### config.mk
export PLATFORM = sky130hd
export DESIGN_NAME = tx_msg_scheduler
export DESIGN_NICKNAME = d
export VERILOG_FILES = /design/src/rtl/tx_msg_scheduler_pkg.sv /design/src/rtl/tx_msg_scheduler_rr_arbiter4.sv /design/src/rtl/tx_msg_scheduler.sv
export SDC_FILE = /design/constraint.sdc
export NUM_CORES = 1
export LEC_CHECK = 0
export BUFFER_PORTS_ARGS = -buffer_cell sky130_fd_sc_hd__buf_2
export CORE_ASPECT_RATIO = 1.5
export CORE_MARGIN = 5
export CORE_UTILIZATION = 50
export DETAILED_ROUTE_END_ITERATION = 12
export GPL_ROUTABILITY_DRIVEN = 1
export GPL_TIMING_DRIVEN = 0
export PLACE_DENSITY = 0.69
export RECOVER_POWER = 100
export SLEW_MARGIN = 20
export SYNTH_ARGS = -nofsm -noshare
export SYNTH_HDL_FRONTEND = slang
export SYNTH_SLANG_ARGS = --single-unit
### constraint.sdc
create_clock -name clk -period 4.9 [get_ports clk]
set_clock_uncertainty 0.05 [all_clocks]
set_input_delay 0 -clock clk [delete_from_list [all_inputs] [get_ports clk]]
set_output_delay 0 -clock clk [all_outputs]
set_load 0.01 [all_outputs]
### src/rtl/tx_msg_scheduler_pkg.sv
// tx_msg_scheduler_pkg: FSM states, fixed message ROM and per-id lengths.
package tx_msg_scheduler_pkg;
   localparam int NUM_REQ = 4;
   localparam int ROM_W   = 8;
   typedef enum logic [1:0] {IDLE, SEND, WAIT_HI, WAIT_LO} state_t;
   localparam logic [7:0] MSG_ROM [NUM_REQ][ROM_W] = '{
      '{8'h50, 8'h4F, 8'h4C, 8'h4F, 8'h0D, 8'h0A, 8'h00, 8'h00},
      '{8'h41, 8'h43, 8'h4B, 8'h0D, 8'h0A, 8'h00, 8'h00, 8'h00},
      '{8'h45, 8'h52, 8'h52, 8'h0D, 8'h0A, 8'h00, 8'h00, 8'h00},
      '{8'h52, 8'h45, 8'h41, 8'h44, 8'h59, 8'h0D, 8'h0A, 8'h00}
   };
   localparam logic [2:0] MSG_LEN [NUM_REQ] = '{3'd6, 3'd5, 3'd5, 3'd7};
endpackage

### src/rtl/tx_msg_scheduler_rr_arbiter4.sv
// rr_arbiter4: combinational round-robin pick, searching from last grant + 1.
module rr_arbiter4
   import tx_msg_scheduler_pkg::*;
(
   input  logic [NUM_REQ-1:0] i_req,
   input  logic [1:0]         i_last,
   output logic               o_valid,
   output logic [1:0]         o_id
);
   logic [1:0] w_cand;
   // Descending scan so the nearest candidate after i_last overwrites the rest.
   always_comb begin
      o_valid = 1'b0;
      o_id    = i_last;
      w_cand  = i_last;
      for (int k = NUM_REQ; k >= 1; k--) begin
         w_cand = i_last + 2'(k);
         if (i_req[w_cand]) begin
            o_valid = 1'b1;
            o_id    = w_cand;
         end
      end
   end
endmodule

### src/rtl/tx_msg_scheduler.sv
// tx_msg_scheduler: queues per-requester fixed messages and streams them byte-wise to a UART.
module tx_msg_scheduler
   import tx_msg_scheduler_pkg::*;
#(
   parameter int TIMEOUT = 16
)(
   input  logic       clk,
   input  logic       rst,
   input  logic [3:0] req,
   input  logic       tx_busy,
   output logic [7:0] tx_data,
   output logic       tx_start,
   output logic [3:0] pending,
   output logic       active,
   output logic [1:0] grant_id,
   output logic       done,
   output logic       error,
   output logic [7:0] drop_cnt
);
   localparam int TW = $clog2(TIMEOUT + 1);
   state_t        r_state;
   logic [3:0]    r_req;
   logic [3:0]    r_pending;
   logic [1:0]    r_last;
   logic [1:0]    r_grant;
   logic [2:0]    r_idx;
   logic [TW-1:0] r_tmo;
   logic [7:0]    r_tx_data;
   logic [7:0]    r_drop;
   logic          r_tx_start;
   logic          r_done;
   logic          r_error;
   logic          w_gv;
   logic [1:0]    w_gid;
   logic [3:0]    w_clr;
   logic [3:0]    w_drop;
   logic [8:0]    w_drop_sum;

   rr_arbiter4 u_arb (
      .i_req   (r_pending),
      .i_last  (r_last),
      .o_valid (w_gv),
      .o_id    (w_gid)
   );

   // A request landing on the bit being granted re-arms it instead of counting as a drop.
   assign w_clr      = (r_state == IDLE && w_gv) ? (4'b0001 << w_gid) : 4'd0;
   assign w_drop     = r_req & r_pending & ~w_clr;
   assign w_drop_sum = 9'(r_drop) + 9'($countones(w_drop));

   always_ff @(posedge clk or posedge rst) begin
      if (rst) begin
         r_state    <= IDLE;
         r_req      <= 4'd0;
         r_pending  <= 4'd0;
         r_last     <= 2'd3;
         r_grant    <= 2'd0;
         r_idx      <= 3'd0;
         r_tmo      <= '0;
         r_tx_data  <= 8'h00;
         r_drop     <= 8'd0;
         r_tx_start <= 1'b0;
         r_done     <= 1'b0;
         r_error    <= 1'b0;
      end else begin
         r_req      <= req;
         r_pending  <= (r_pending & ~w_clr) | r_req;
         r_drop     <= w_drop_sum[8] ? 8'hFF : w_drop_sum[7:0];
         r_tx_start <= 1'b0;
         r_done     <= 1'b0;
         r_error    <= 1'b0;
         case (r_state)
            IDLE: if (w_gv) begin
               r_grant <= w_gid;
               r_last  <= w_gid;
               r_idx   <= 3'd0;
               r_state <= SEND;
            end
            SEND: if (!tx_busy) begin
               r_tx_start <= 1'b1;
               r_tx_data  <= MSG_ROM[r_grant][r_idx];
               r_tmo      <= '0;
               r_state    <= WAIT_HI;
            end
            WAIT_HI: if (tx_busy) begin
               r_state <= WAIT_LO;
            end else if (r_tmo == TW'(TIMEOUT - 1)) begin
               r_error <= 1'b1;
               r_state <= IDLE;
            end else begin
               r_tmo <= r_tmo + TW'(1);
            end
            WAIT_LO: if (!tx_busy) begin
               if (r_idx == MSG_LEN[r_grant] - 3'd1) begin
                  r_done  <= 1'b1;
                  r_state <= IDLE;
               end else begin
                  r_idx   <= r_idx + 3'd1;
                  r_state <= SEND;
               end
            end
            default: r_state <= IDLE;
         endcase
      end
   end

   assign tx_data  = r_tx_data;
   assign tx_start = r_tx_start;
   assign pending  = r_pending;
   assign active   = (r_state != IDLE);
   assign grant_id = r_grant;
   assign done     = r_done;
   assign error    = r_error;
   assign drop_cnt = r_drop;
endmodule

Word level (Yosys, flattened, before mapping)
Index checks and enable logic that the tools add are counted.

Flip-flop bits (word level): 41. Bits in latches: 0. Bits in writable memories: 0. ROM bits: 0. Word-level logic and storage cells: 108. Memories kept: 0.

$add $sub $neg: 10. $mul: 0. Divide/modulo/power cells: 0. Order comparisons: 6. Equality and inequality tests: 12. Shift operators: 1. Mux-type cells: 49. Bitwise operators: 8. Reductions and logical operators: 10.

Operator list (number): 64-bit binary-select mux with 2-bit select (1); 64-bit two-way mux (2); 8-bit binary-select mux with 3-bit select (1); 8-bit two-way mux (3); 1-bit two-way mux (17); 2-bit two-way mux (8); 3-bit two-way mux (5); 5-bit two-way mux (3); 4-bit AND (3); 2-bit by 3-bit less-than comparator with 1-bit output (second input constant) (4); 2-bit != test (second input constant) (6); 4-bit AND reduction (3); 5-bit one-hot mux with 2 select lines (1); 8-bit by 3-bit adder with 9-bit output (1); 1-bit binary-select mux with 2-bit select (4); 2-bit one-hot mux with 4 select lines (1); 3-bit binary-select mux with 2-bit select (1); 3-bit one-hot mux with 2 select lines (1); 2-bit nonzero test (3); 5-bit by 1-bit adder with 5-bit output (second input constant) (1); 5-bit by 4-bit equality test with 1-bit output (second input constant) (1); 1-bit by 1-bit adder with 2-bit output (2); 2-bit adder (second input constant) (2); 2-bit equality test (second input constant) (2); 19 further kinds (20).

Logic depth before layout (Yosys ltp)
Gate-level depths: netlist (run 1).

Depth after elaboration: 14. Mapped depth: 12. Gate-level depth less buffers: 12.

Modules after synthesis
From an unflattened synthesis (run 1), not the netlist that was laid out.

Cell total of the unflattened synthesis: 241. Area total of the unflattened synthesis: 2309.7 sq um.

Modules (own cells, without submodules): tx_msg_scheduler (times used 1, cells each 227, area an instance 2227.1 sq um, sequential area each 978.4 sq um); rr_arbiter4 (times used 1, cells each 14, area an instance 82.6 sq um, sequential area each 0.0 sq um).

Worst setup path after synthesis (run 1)
OpenSTA, ideal clock, no wires.

Path type: register -> register. From: reg r_pending[3], in the netlist pending[3]. To: reg r_drop[6], in the netlist drop_cnt[6]. Setup time: 124 ps. Arrival time: 3028 ps. Data required time: 4726 ps. Setup slack: 1697 ps. Stages on the path, launching flop included: 13. Cells stage by stage: dfrtp_1 or2_2 a21oi_1 nor2_1 o311ai_1 fa_1 fa_1 inv_1 fa_1 and3_1 nand3_1 nor3_1 a21oi_1.

Longest elaborated chain between the ends: 14. Elaborated cells between the ends (all ways): 26. Classes of those cells: add/sub (4); shift (1); mux (17); bitwise (3); reduce/logical (1).

RTL lines: start, declared (RTL line tx_msg_scheduler.sv:23) `logic [3:0] r_pending;`; start signal, assigned (RTL line tx_msg_scheduler.sv:67) `r_pending <= (r_pending & ~w_clr) | r_req;`; 1-bit binary-select mux with 2-bit select (RTL line tx_msg_scheduler_rr_arbiter4.sv:18) `if (i_req[w_cand]) begin`; 1-bit two-way mux (not written as such) (RTL line tx_msg_scheduler_rr_arbiter4.sv:18); 1-bit two-way mux (4 in series) (RTL line tx_msg_scheduler_rr_arbiter4.sv:18); 1-bit logical AND (RTL line tx_msg_scheduler.sv:47) `assign w_clr = (r_state == IDLE && w_gv) ? (4'b0001 << w_gid) : 4'd0;`; 4-bit two-way mux (RTL line tx_msg_scheduler.sv:47); 4-bit NOT (RTL line tx_msg_scheduler.sv:48) `assign w_drop = r_req & r_pending & ~w_clr;`; 4-bit AND (*) (RTL line tx_msg_scheduler.sv:48); 1-bit by 1-bit adder with 2-bit output (not written as such) (RTL line tx_msg_scheduler.sv:49) `assign w_drop_sum = 9'(r_drop) + 9'($countones(w_drop));`; 2-bit by 2-bit adder with 3-bit output (not written as such) (*) (RTL line tx_msg_scheduler.sv:49); 8-bit by 3-bit adder with 9-bit output (*) (RTL line tx_msg_scheduler.sv:49); 8-bit two-way mux (*) (RTL line tx_msg_scheduler.sv:68) `r_drop <= w_drop_sum[8] ? 8'hFF : w_drop_sum[7:0];`; end signal, assigned (RTL line tx_msg_scheduler.sv:68); end, declared (RTL line tx_msg_scheduler.sv:29) `logic [7:0] r_drop;`.

Every way passes the cells marked *; elsewhere a longest branch is shown, timed or not. The select of a mux whose other input is x is not followed. A chain may end at the register's enable or synchronous reset.

Worst setup path in the final report (run 1)
Same ends and word-level chain as after synthesis.

==> flow_metrics.tcl, run 1 <==
set metrics [dict create \
    die_w_um 65.5 \
    cts-root-to-sink-buffers 2 \
    outcome "finished, final reports clean" \
    rr_worst_depth 12 \
    antenna_found_initial 0 \
    placementRows 30 \
    cp_common_cell "fa_1" \
    tritoncts.num_buffers 5 \
    cts.reportedPaths.clkPinSlew_ps 80 \
    grt.overflow.total 0 \
    synth_area_per_cell_sq_um 9.51 \
    synth_seq_cells 39 \
    post-synth-top-area-cell "dfrtp_1" \
    criticalPathCategory "reg2reg" \
    synth_edf_count 0 \
    place_worst_setup_slack_ps 1480 \
    sequential_fraction_of_the_synthesis_area 0.424 \
    multiInputGateArea_sq_um 1190 \
    avgRoutedWirePerCell_um 14.5 \
    yosys-top-cells-count "dfrtp_1, nor2_1, a21oi_1, nand2_1, inv_1" \
    worst_skew_late_latency_ps 290 \
    dieArea_sq_um 6110 \
    power_per_cell_area_nw_per_um2 629 \
    routed_wl_um 4870 \
    number_of_iterations_in_the_first_detailed_routing_pass 4 \
    layout-drive-gt1-share 0.107 \
    finish.net_count 309 \
    coreArea_sq_um 4500 \
    cp_top_family "adder cells" \
    m1WireLength_um 2010 \
    met2WireLength_um 2530 \
    p_r_area_growth_vs_syn_pct 13.6 \
    post_cts_resize_count 0 \
    critPathBufInv 1 \
    finalHoldViolations 0 \
    syn-cell-area_sq_um 2310 \
    hold_buffers 6 \
    critPathMaxFanout 7 \
    antennaDiodeCount 0 \
    period_minus_slack_ps 3540 \
    crit_arrival_ps 3670 \
    grt_pass1_vias 1872 \
    rsz0062_at_grt "false" \
    synth.most_common_cell "dfrtp_1" \
    dp_hpwl_um 3540 \
    worst_path_largest_cell_delay_ps 520 \
    number_of_warnings_printed_during_yosys_synthesis 0 \
    setup.worst_path.start "pending[3]" \
    buffer_ports.inserted 30 \
    cts.sinks 39 \
    detailroute.wirelength.met3_um 221 \
    total_stage_count_of_the_critical_path 12 \
    number_of_h_tree_branching_levels 2 \
    rr_startpoint "pending[3]" \
    synth.lib_cells_used.distinct 56 \
    root_buffer "clkbuf_8" \
    detailroute.via_count 1909 \
    power.static_leakage_nw 1.15 \
    detail_route.drc_violations 0 \
    ant_nets 0 \
    rr_endpoint "drop_cnt[6]" \
    final_sum_of_negative_setup_slack_ps 0 \
    initial_utilization 0.513 \
    nFillCells 423 \
    start_kind "register" \
    post-layout-total-power_w 0.00165 \
    synthArstFlopShare 1.00 \
    slew_headroom 0.0206 \
    setup_viol 0 \
    worstPathRequired_ps 5030 \
    vdd_ir_drop_max_uv 420 \
    cts_tree "built" \
    report.final.slew_viol_count 0 \
    dominantRegCellSynth "dfrtp_1" \
    grt_first_pass_wirelength_um 8400 \
    r2r_setup_slack_ps 1360 \
    place_congestion 0.851 \
    hold_slack_ps 219 \
    fmax_ghz 0.282 \
    initial_drc_count 93 \
    slowest_stage "fa_1" \
    highest_layer "met4" \
    timing.critical_path.cells "or2_2 > a21oi_1 > nor2_1 > o311ai_0 > fa_1 > fa_1 > inv_1 > fa_1 > and3_1 > nand3_1 > nor3_1 > a21oi_1" \
    crit_path_end "drop_cnt[6]" \
    endpoint_kind "register" \
    worst_pin_slew_ps 1470 \
    syn_inst 243 \
    largest_net_degree_at_the_start_of_global_routing 28 \
    io_pins 33 \
    floorplan.die.height_um 93.2 \
    synth_top_area_share 0.401 \
    postLayoutSetupSlackWorst_ps 1360 \
    postCtsSetupBuffers 0 \
    ff_latch_area_sq_um 978 \
    globalRouteTotalUtil 0.175 \
    drt-vias-per-instance 5.66 \
    max_cap_violations 0 \
    hold_path_class "in2async" \
    synth.area.top_cells "dfrtp_1, ha_1, a21oi_1, nor2_1, nand2_1" \
    min_period_over_period 0.723 \
]
[cells by family (layout without fill, tap and decap cells)]
kind of cell,count (synthesis),in the layout,share of synthesized area
AOI/OAI and AO/OA,63,63,0.176
xor gates and xnor gates,4,4,0.0152
adders and majority gates,14,14,0.0856
buffers and inverters,29,74,0.0590
DFF,39,39,0.424
muxes,10,10,0.0509
other,1,2,0.00162
and+or+nand+nor,83,83,0.188
[through the flow]
stage,instance area [sq um],instances,utilization
3_3_place_gp,2520,322,0.560
4_1_cts,2700,337,0.598
5_1_grt,2620,337,0.583
3_5_place_dp,2540,323,0.565
6_report,2620,337,0.583
2_1_floorplan,2310,244,-
[worst min-delay path, stage by stage]
cell and delay, ps:
dlygate4sd3_1 530, buf_2 120, inv_1 360
[report_power, final]
group	switching (W)	internal [W]	leakage, nW	total [W]
Sequential	0.000123	0.000448	0.458	0.000571
Combinational	0.000510	0.000346	0.640	0.000856
Clock	0.000109	0.000114	0.0482	0.000223
[cell type report]
cell class | count | area share
multi-input cells | 176 | 0.453
flip-flops and latches | 39 | 0.373
well taps | 48 | 0.0229
inverters | 17 | 0.0243
clock inverters | 1 | 0.00191
clock buffers | 7 | 0.0329
repair buffers | 37 | 0.0701
plain buffers | 12 | 0.0224
[registers in the layout (all words and copies together), names as in the netlist]
name      cells
error         1
tx_data       6
r_state       2
r_last        2
done          1
r_idx         3
r_req         4
pending       4
r_tmo         5
drop_cnt      8
tx_start      1
grant_id      2
[per-layer routing]
metal	track usage	vias to the layer above
met5	0	-
met4	0.0779	0
met3	0.0313	9
met2	0.300	40
met1	0.212	913
li1	-	947
[placed cells by master (no fill, tap or decap), types with 2 or more instances in the layout]
master,Yosys,layout
mux2_2,3,3
and3_1,3,3
a21oi_1,19,19
buf_2,7,11
or2_2,3,3
clkbuf_1,2,31
dfstp_2,2,2
conb_1,1,2
dlygate4sd3_1,0,6
clkbuf_8,0,6
a31oi_1,3,3
nand2_1,18,19
nand3_1,6,6
dfrtp_1,37,37
or3_1,2,2
mux2i_1,5,5
nand2b_1,8,8
nor2_2,2,2
ha_1,11,11
nor3_1,4,4
nor3b_1,2,2
nand4_1,2,2
o21a_1,3,3
nor2_1,20,20
o211ai_1,7,7
buf_4,2,2
inv_1,17,17
o21ai_0,12,12
o32a_1,2,2
nor2b_1,7,7
xor2_1,3,3
fa_1,3,3
[worst min-delay path by stage]
| stage | start | endpoint | slack (ps) |
|---|---|---|---|
| global placement | req[2] | r_req[2] | 60 |
| finish | rst | drop_cnt[7] | 220 |
| global route | rst | drop_cnt[7] | 280 |
| floorplan | req[0] | r_req[0] | -20 |
| CTS | rst | drop_cnt[7] | 150 |
| detailed placement | rst | drop_cnt[7] | -80 |
Power figures use the tool's default switching activity.
==> run 2: changes to the inputs <==
Settings changed: ABC_AREA set to 1, PLACE_DENSITY 0.69 to 0.72.
Clock period 4.9 ns to 3.06 ns, I/O delays scaled along.
==> run 2 against run 1 <==
Effect of this change: the flow now finishes with violations (setup timing); final cell count is 16% higher; critical path type unchanged; non-clock buffer count is 3 higher; synthesized area is 0.43% higher; critical path depth is 9 higher; hold slack better by 64 ps; global-route usage is 0.77 points higher; register-to-register slack worse by 1600 ps.
==> flow_metrics.tcl, run 2 <==
set metrics [dict create \
    power.static_leakage_nw 1.52 \
    rr_startpoint "r_last[0]" \
    max_cap_violations 0 \
    critPathMaxFanout 8 \
    cts_tree "built" \
    final_common_cell "nand2_1" \
    finalHoldViolations 0 \
    number_of_warnings_printed_during_yosys_synthesis 0 \
    final_cell_mix "nand2_1, dfrtp_1, inv_1, nor2_1, buf_2" \
    ant_nets 0 \
    synth_edf_count 0 \
    fmax_ghz 0.305 \
    seq_power_share 0.260 \
    synth_area_per_cell_sq_um 8.11 \
    synth.area.top_cells "dfrtp_1, nand2_1, inv_1, ha_1, nand3_1" \
    initial_drc_count 113 \
    cts.reportedPaths.clkPinSlew_ps 80 \
    placement.cell_area_sq_um 2620 \
    buffer_ports.inserted 30 \
    placementRows 30 \
    criticalPathCategory "reg2reg" \
    hold_path_class "in2async" \
    postLayoutSetupSlackWorst_ps -215 \
    coreArea_sq_um 4500 \
    nFillCells 394 \
    rr_worst_depth 21 \
    die_w_um 65.6 \
    intPower_w 0.00179 \
    min_period_over_period 1.07 \
    slowest_stage "dfstp_2" \
    outcome "complete, but fails checks" \
    yosys-top-cells-count "nand2_1, dfrtp_1, inv_1, nand3_1, o21ai_0" \
    post-synth-top-area-cell "dfrtp_1" \
    finish.net_count 362 \
    layout-drive-gt1-share 0.272 \
    dominantRegCellSynth "dfrtp_1" \
    cp_common_cell "nand2_2" \
    rsz0062_at_grt "true" \
    detail_route.drc_violations 0 \
    multiInputGateArea_sq_um 1280 \
    ff_latch_area_sq_um 978 \
    vdd_ir_drop_max_uv 610 \
    antennaDiodeCount 0 \
    cts.sinks 39 \
    grt.overflow.total 0 \
    number_of_h_tree_branching_levels 2 \
    synth_top_area_share 0.399 \
    endpoint_kind "register" \
    largest_register_ffs 8 \
    r2r_setup_slack_ps -210 \
    globalRouteTotalUtil 0.183 \
    final_sum_of_negative_setup_slack_ps -1180 \
    crit_arrival_ps 3460 \
    synthArstFlopShare 1.00 \
    timing.critical_path.cells "buf_8 > inv_8 > nand2_4 > nand2_4 > nand2_1 > nand2_1 > nand2_2 > nand2_2 > nand2_2 > nand2_2 > nand3_2 > nand3_2 > fa_1 > fa_2 > inv_2 > fa_2 > nand2_4 > nor2_1 > inv_1 > or2_2 > nand3_1" \
    largest_net_degree_at_the_start_of_global_routing 24 \
    place_congestion 0.890 \
    synth.lib_cells_used.distinct 35 \
    synth.most_common_cell "nand2_1" \
    detailroute.via_count 2077 \
    start_kind "register" \
    initial_utilization 0.515 \
    power.share.switching 0.477 \
    cts-root-to-sink-buffers 2 \
    worst_pin_slew_ps 1220 \
    io_pins 33 \
    grt_first_pass_wirelength_um 8800 \
    dp_hpwl_um 3610 \
    floorplan.die.height_um 93.4 \
    rr_endpoint "drop_cnt[4]" \
    report.final.slew_viol_count 0 \
    finish.instance_area_sq_um 2920 \
    root_buffer "clkbuf_8" \
    power.switching_w 0.00163 \
    grt_pass1_vias 2068 \
    worst_skew_late_latency_ps 290 \
    p_r_area_growth_vs_syn_pct 25.8 \
    worst_path_largest_cell_delay_ps 540 \
    routed_wl_um 5180 \
    syn_inst 286 \
    setup_viol 8 \
    number_of_iterations_in_the_first_detailed_routing_pass 4 \
    tritoncts.num_buffers 5 \
    combinational_share_of_power 0.610 \
    clock_power_share 0.131 \
    sequential_fraction_of_the_synthesis_area 0.422 \
    slew_headroom 0.188 \
    period_minus_slack_ps 3270 \
    power_per_cell_area_nw_per_um2 1170 \
    synth_seq_cells 39 \
    dieArea_sq_um 6130 \
    violated_checks "setup timing" \
    antenna_found_initial 0 \
    worstPathRequired_ps 3240 \
    drt-vias-per-instance 5.33 \
    avgRoutedWirePerCell_um 13.3 \
    syn-cell-area_sq_um 2320 \
]
-- run 2: cells by family after synthesis --
logic type	after synthesis	synth area share
adder cells (fa/ha/maj)	14	0.0852
XOR/XNOR	2	0.00755
buffers and inverters	49	0.0901
AND/OR/NAND/NOR	135	0.273
other	1	0.00162
AO/OA/AOI/OAI	46	0.121
flip-flops	39	0.422
-- run 2: area by class of cell --
class,instances,share of cell area
buffer,5,0.0137
clock buffer,6,0.0283
clock inverter,2,0.0120
inverter,44,0.0592
multi-input combinational,199,0.438
sequential,39,0.335
tap,48,0.0206
timing repair buffer,47,0.0926
-- run 2: power by group through the flow --
stage / clock, W / combinational, W / sequential, W
after CTS: 0.000459 / 0.00201 / 0.000884
after global routing: 0.000480 / 0.00232 / 0.000917
final: 0.000446 / 0.00208 / 0.000887
after floorplan: 0 / 0.00131 / 0.000921
after detailed placement: 0 / 0.00178 / 0.000889
after global placement: 0 / 0.00173 / 0.000883
-- run 2: worst max-delay path: cells and delay by family, from the launching register on --
| family | cells | cell delay, ps |
|---|---|---|
| fa+ha+maj | 3 | 1030 |
| buf+inv | 4 | 320 |
| flops | 1 | 540 |
| simple gates | 14 | 1270 |
-- run 2: routing by layer --
layer  wire length, um  up-vias  GRT usage
met4               193        0     0.0882
met5                 0        -          0
li1                  -     1036          -
met2              2810       50      0.341
met1              1980      971      0.194
met3               185       20     0.0313
-- run 2: stage by stage --
stage               power (W)  hold slack [ps]  cells  worst slack [ps]  utilization
detailed placement    0.00267            -36.8    366              -458        0.583
floorplan             0.00223            -18.6    287             -69.5            -
CTS                   0.00335              187    388              -279        0.648
finish                0.00342              283    390              -215        0.648
global placement      0.00262             57.9    365              -387        0.576
global route          0.00372              282    390              -360        0.648
-- run 2: what timing repair did --
action                                  4_1_cts  5_1_grt
endpoints found under the setup margin        8        8
gates resized for setup                      16        7
pin swaps                                    12       11
hold buffers                                  6        0
endpoints found under the hold margin        44        0
setup buffers                                 8        2
-- run 2: how the worst max path moves through the flow --
stage	startpoint	endpoint	cells after the start
global placement	r_last[0]	drop_cnt[6]	16
finish	r_last[0]	drop_cnt[4]	21
detailed placement	r_last[0]	drop_cnt[6]	16
CTS	r_last[0]	drop_cnt[7]	21
global route	r_last[0]	drop_cnt[4]	21
floorplan	r_last[0]	drop_cnt[6]	20
==> run 3: changes to the inputs <==
Settings changed: SYNTH_HIERARCHICAL set to 1.
==> run 3 against run 2 <==
Effect of this change: the flow still finishes with violations (setup timing); synthesized area increased by 2.0%; clock power decreased by 4%; via count increased by 6.4%; final area increased by 5.6%; worst setup slack got worse by 120 ps; synthesized cell count increased by 6.6%; critical path depth increased by 3; hold slack improved by 15 ps; critical path type unchanged; largest cell class unchanged.
==> flow_metrics.tcl, run 3 <==
set metrics [dict create \
    drt-vias-per-instance 5.03 \
    avgRoutedWirePerCell_um 12.9 \
    worst_path_largest_cell_delay_ps 560 \
    cts-root-to-sink-buffers 2 \
    root_buffer "clkbuf_8" \
    coreArea_sq_um 4580 \
    detail_route.drc_violations 0 \
    synth.area.top_cells "dfrtp_1, nand2_1, inv_1, ha_1, nand3_1" \
    power_per_cell_area_nw_per_um2 1140 \
    globalRouteTotalUtil 0.189 \
    crit_arrival_ps 3530 \
    synth_area_per_cell_sq_um 7.76 \
    critPathMaxFanout 5 \
    post-synth-top-area-cell "dfrtp_1" \
    antenna_found_initial 0 \
    yosys-top-cells-count "nand2_1, inv_1, dfrtp_1, nand3_1, nor2_1" \
    number_of_h_tree_branching_levels 2 \
    syn-cell-area_sq_um 2370 \
    endpoint_kind "register" \
    largest_register_ffs 8 \
    max_cap_violations 0 \
    dp_hpwl_um 3650 \
    violated_checks "setup timing" \
    criticalPathCategory "reg2reg" \
    cp_top_family "buffers and inverters" \
    setup_viol 9 \
    hold_path_class "in2reg" \
    dieArea_sq_um 6240 \
    synth_edf_count 0 \
    p_r_area_growth_vs_syn_pct 30.2 \
    antennaDiodeCount 0 \
    place_worst_setup_slack_ps -332 \
    worstPathRequired_ps 3200 \
    synth_seq_cells 39 \
    buffer_ports.inserted 30 \
    detailroute.via_count 2210 \
    grt_first_pass_wirelength_um 9340 \
    cts.reportedPaths.clkPinSlew_ps 80 \
    placementRows 30 \
    critPathBufInv 16 \
    fmax_ghz 0.295 \
    slew_headroom 0.241 \
    worst_skew_late_latency_ps 300 \
    nFillCells 411 \
    final_common_cell "nand2_1" \
    rsz0062_at_grt "true" \
    start_kind "register" \
    initial_utilization 0.517 \
    power.static_leakage_nw 1.63 \
    ant_nets 0 \
    sequential_fraction_of_the_synthesis_area 0.413 \
    report.final.slew_viol_count 0 \
    synth.lib_cells_used.distinct 35 \
    cts_tree "built" \
    worst_pin_slew_ps 1140 \
    finalHoldViolations 0 \
    cts.sinks 39 \
    grt.overflow.total 0 \
    timing.critical_path.cells "buf_6 > nand2_1 > nand2_4 > nand2_2 > nand2_1 > inv_2 > nand4_1 > inv_2 > nor2_8 > nand3_2 > buf_4 > buf_4 > buf_4 > buf_4 > buf_4 > buf_4 > buf_4 > buf_4 > buf_4 > buf_4 > buf_4 > buf_4 > buf_4 > a21o_1" \
    place_congestion 0.902 \
    synth_top_area_share 0.391 \
    grt_pass1_vias 2218 \
    dominantRegCellSynth "dfrtp_1" \
    vdd_ir_drop_max_uv 717 \
    die_w_um 66.2 \
    slowest_stage "dfstp_2" \
    synthArstFlopShare 1.00 \
    routed_wl_um 5670 \
    final_sum_of_negative_setup_slack_ps -2730 \
    finish.net_count 395 \
    period_minus_slack_ps 3390 \
    io_pins 33 \
    min_period_over_period 1.11 \
    syn_inst 305 \
    largest_net_degree_at_the_start_of_global_routing 22 \
    tritoncts.num_buffers 5 \
    outcome "complete, but fails checks" \
    layout-drive-gt1-share 0.293 \
    number_of_iterations_in_the_first_detailed_routing_pass 4 \
    initial_drc_count 113 \
    floorplan.die.height_um 94.3 \
    postLayoutSetupSlackWorst_ps -330 \
    synth.most_common_cell "nand2_1" \
    number_of_warnings_printed_during_yosys_synthesis 6 \
    final_cell_mix "nand2_1, inv_1, dfrtp_1, buf_4, nor2_1" \
    cp_common_cell "buf_4" \
]
run 3: cell types whose count changed after synthesis, moves of 4 or more:
cell | before | now
a21o_1 | 0 | 4
a2bb2oi_1 | 5 | 0
inv_1 | 37 | 43
nand2_1 | 70 | 82
nand3_1 | 19 | 26
nor2_1 | 17 | 24
run 3: final timing paths:
| path | startpoint | end | slack (ps) | cells past startpoint |
|---|---|---|---|---|
| worst max-delay path | r_last[0] | pending[2] | -330 | 24 |
| worst min-delay path | req[0] | r_req[0] | 300 | 2 |
| worst max register to register | r_last[0] | pending[2] | -330 | 24 |
| worst min register to register | r_req[1] | pending[1] | 410 | 1 |
| max in group asynchronous | rst | r_tmo[2] | 1160 | 4 |
| min in group asynchronous | rst | drop_cnt[3] | 320 | 3 |
run 3: worst register-to-register path, stage by stage (launching register included):
cell and delay (ps):
dfstp_2 560, buf_6 150, nand2_1 120, nand2_4 120, nand2_2 70, nand2_1 80
inv_2 50, nand4_1 90, inv_2 70, nor2_8 120, nand3_2 100, buf_4 150
buf_4 120, buf_4 120, buf_4 120, buf_4 120, buf_4 120, buf_4 120
buf_4 130, buf_4 120, buf_4 120, buf_4 110, buf_4 120, buf_4 120
a21o_1 140
run 3: kinds of logic after synthesis:
logic type	count (synthesis)	share of synthesized area
buffers and inverters	55	0.105
adder cells (fa/ha/maj)	14	0.0835
AND/OR/NAND/NOR	151	0.281
other	1	0.00158
flip-flops	39	0.413
AO/OA/AOI/OAI	44	0.112
XOR/XNOR	1	0.00370
run 3: power by group:
part,switching (W),internal [W]
sequential,0.000179,0.000709
combinational,0.00130,0.000911
clock,0.000184,0.000244
run 3: area by class of cell:
class | count | area [sq um] | area share
multi-input combinational | 212 | 1290 | 0.417
buffer | 7 | 63.8 | 0.0207
clock buffer | 7 | 76.3 | 0.0248
tap | 64 | 80.1 | 0.0260
inverter | 48 | 190 | 0.0617
sequential | 39 | 978 | 0.317
timing repair buffer | 61 | 377 | 0.122
clock inverter | 1 | 30.0 | 0.00974
run 3: through the flow:
| stage | cell area (sq um) | util | total power (W) | instances | hold WS (ps) |
|---|---|---|---|---|---|
| floorplan | 2400 | - | 0.00219 | 306 | -18.6 |
| global placement | 2630 | 0.575 | 0.00256 | 400 | 57.9 |
| detailed placement | 2660 | 0.581 | 0.00261 | 401 | -13.3 |
| CTS | 3040 | 0.663 | 0.00335 | 438 | 209 |
| global route | 3080 | 0.673 | 0.00385 | 439 | 311 |
| finish | 3080 | 0.673 | 0.00353 | 439 | 298 |
run 3: layer usage:
metal	wire length, um	global-route usage
met2	3010	0.336
met4	148	0.0797
met5	0	0
met3	259	0.0455
met1	2240	0.209
run 3: what timing repair did:
action / CTS / global route
endpoints found under the setup margin: 8 / 9
buffers inserted: 22 / 1
pin swaps: 5 / 5
gates cloned: 1 / 0
endpoints found under the hold margin: 25 / 0
resized for setup: 13 / 21
hold buffers: 6 / 0
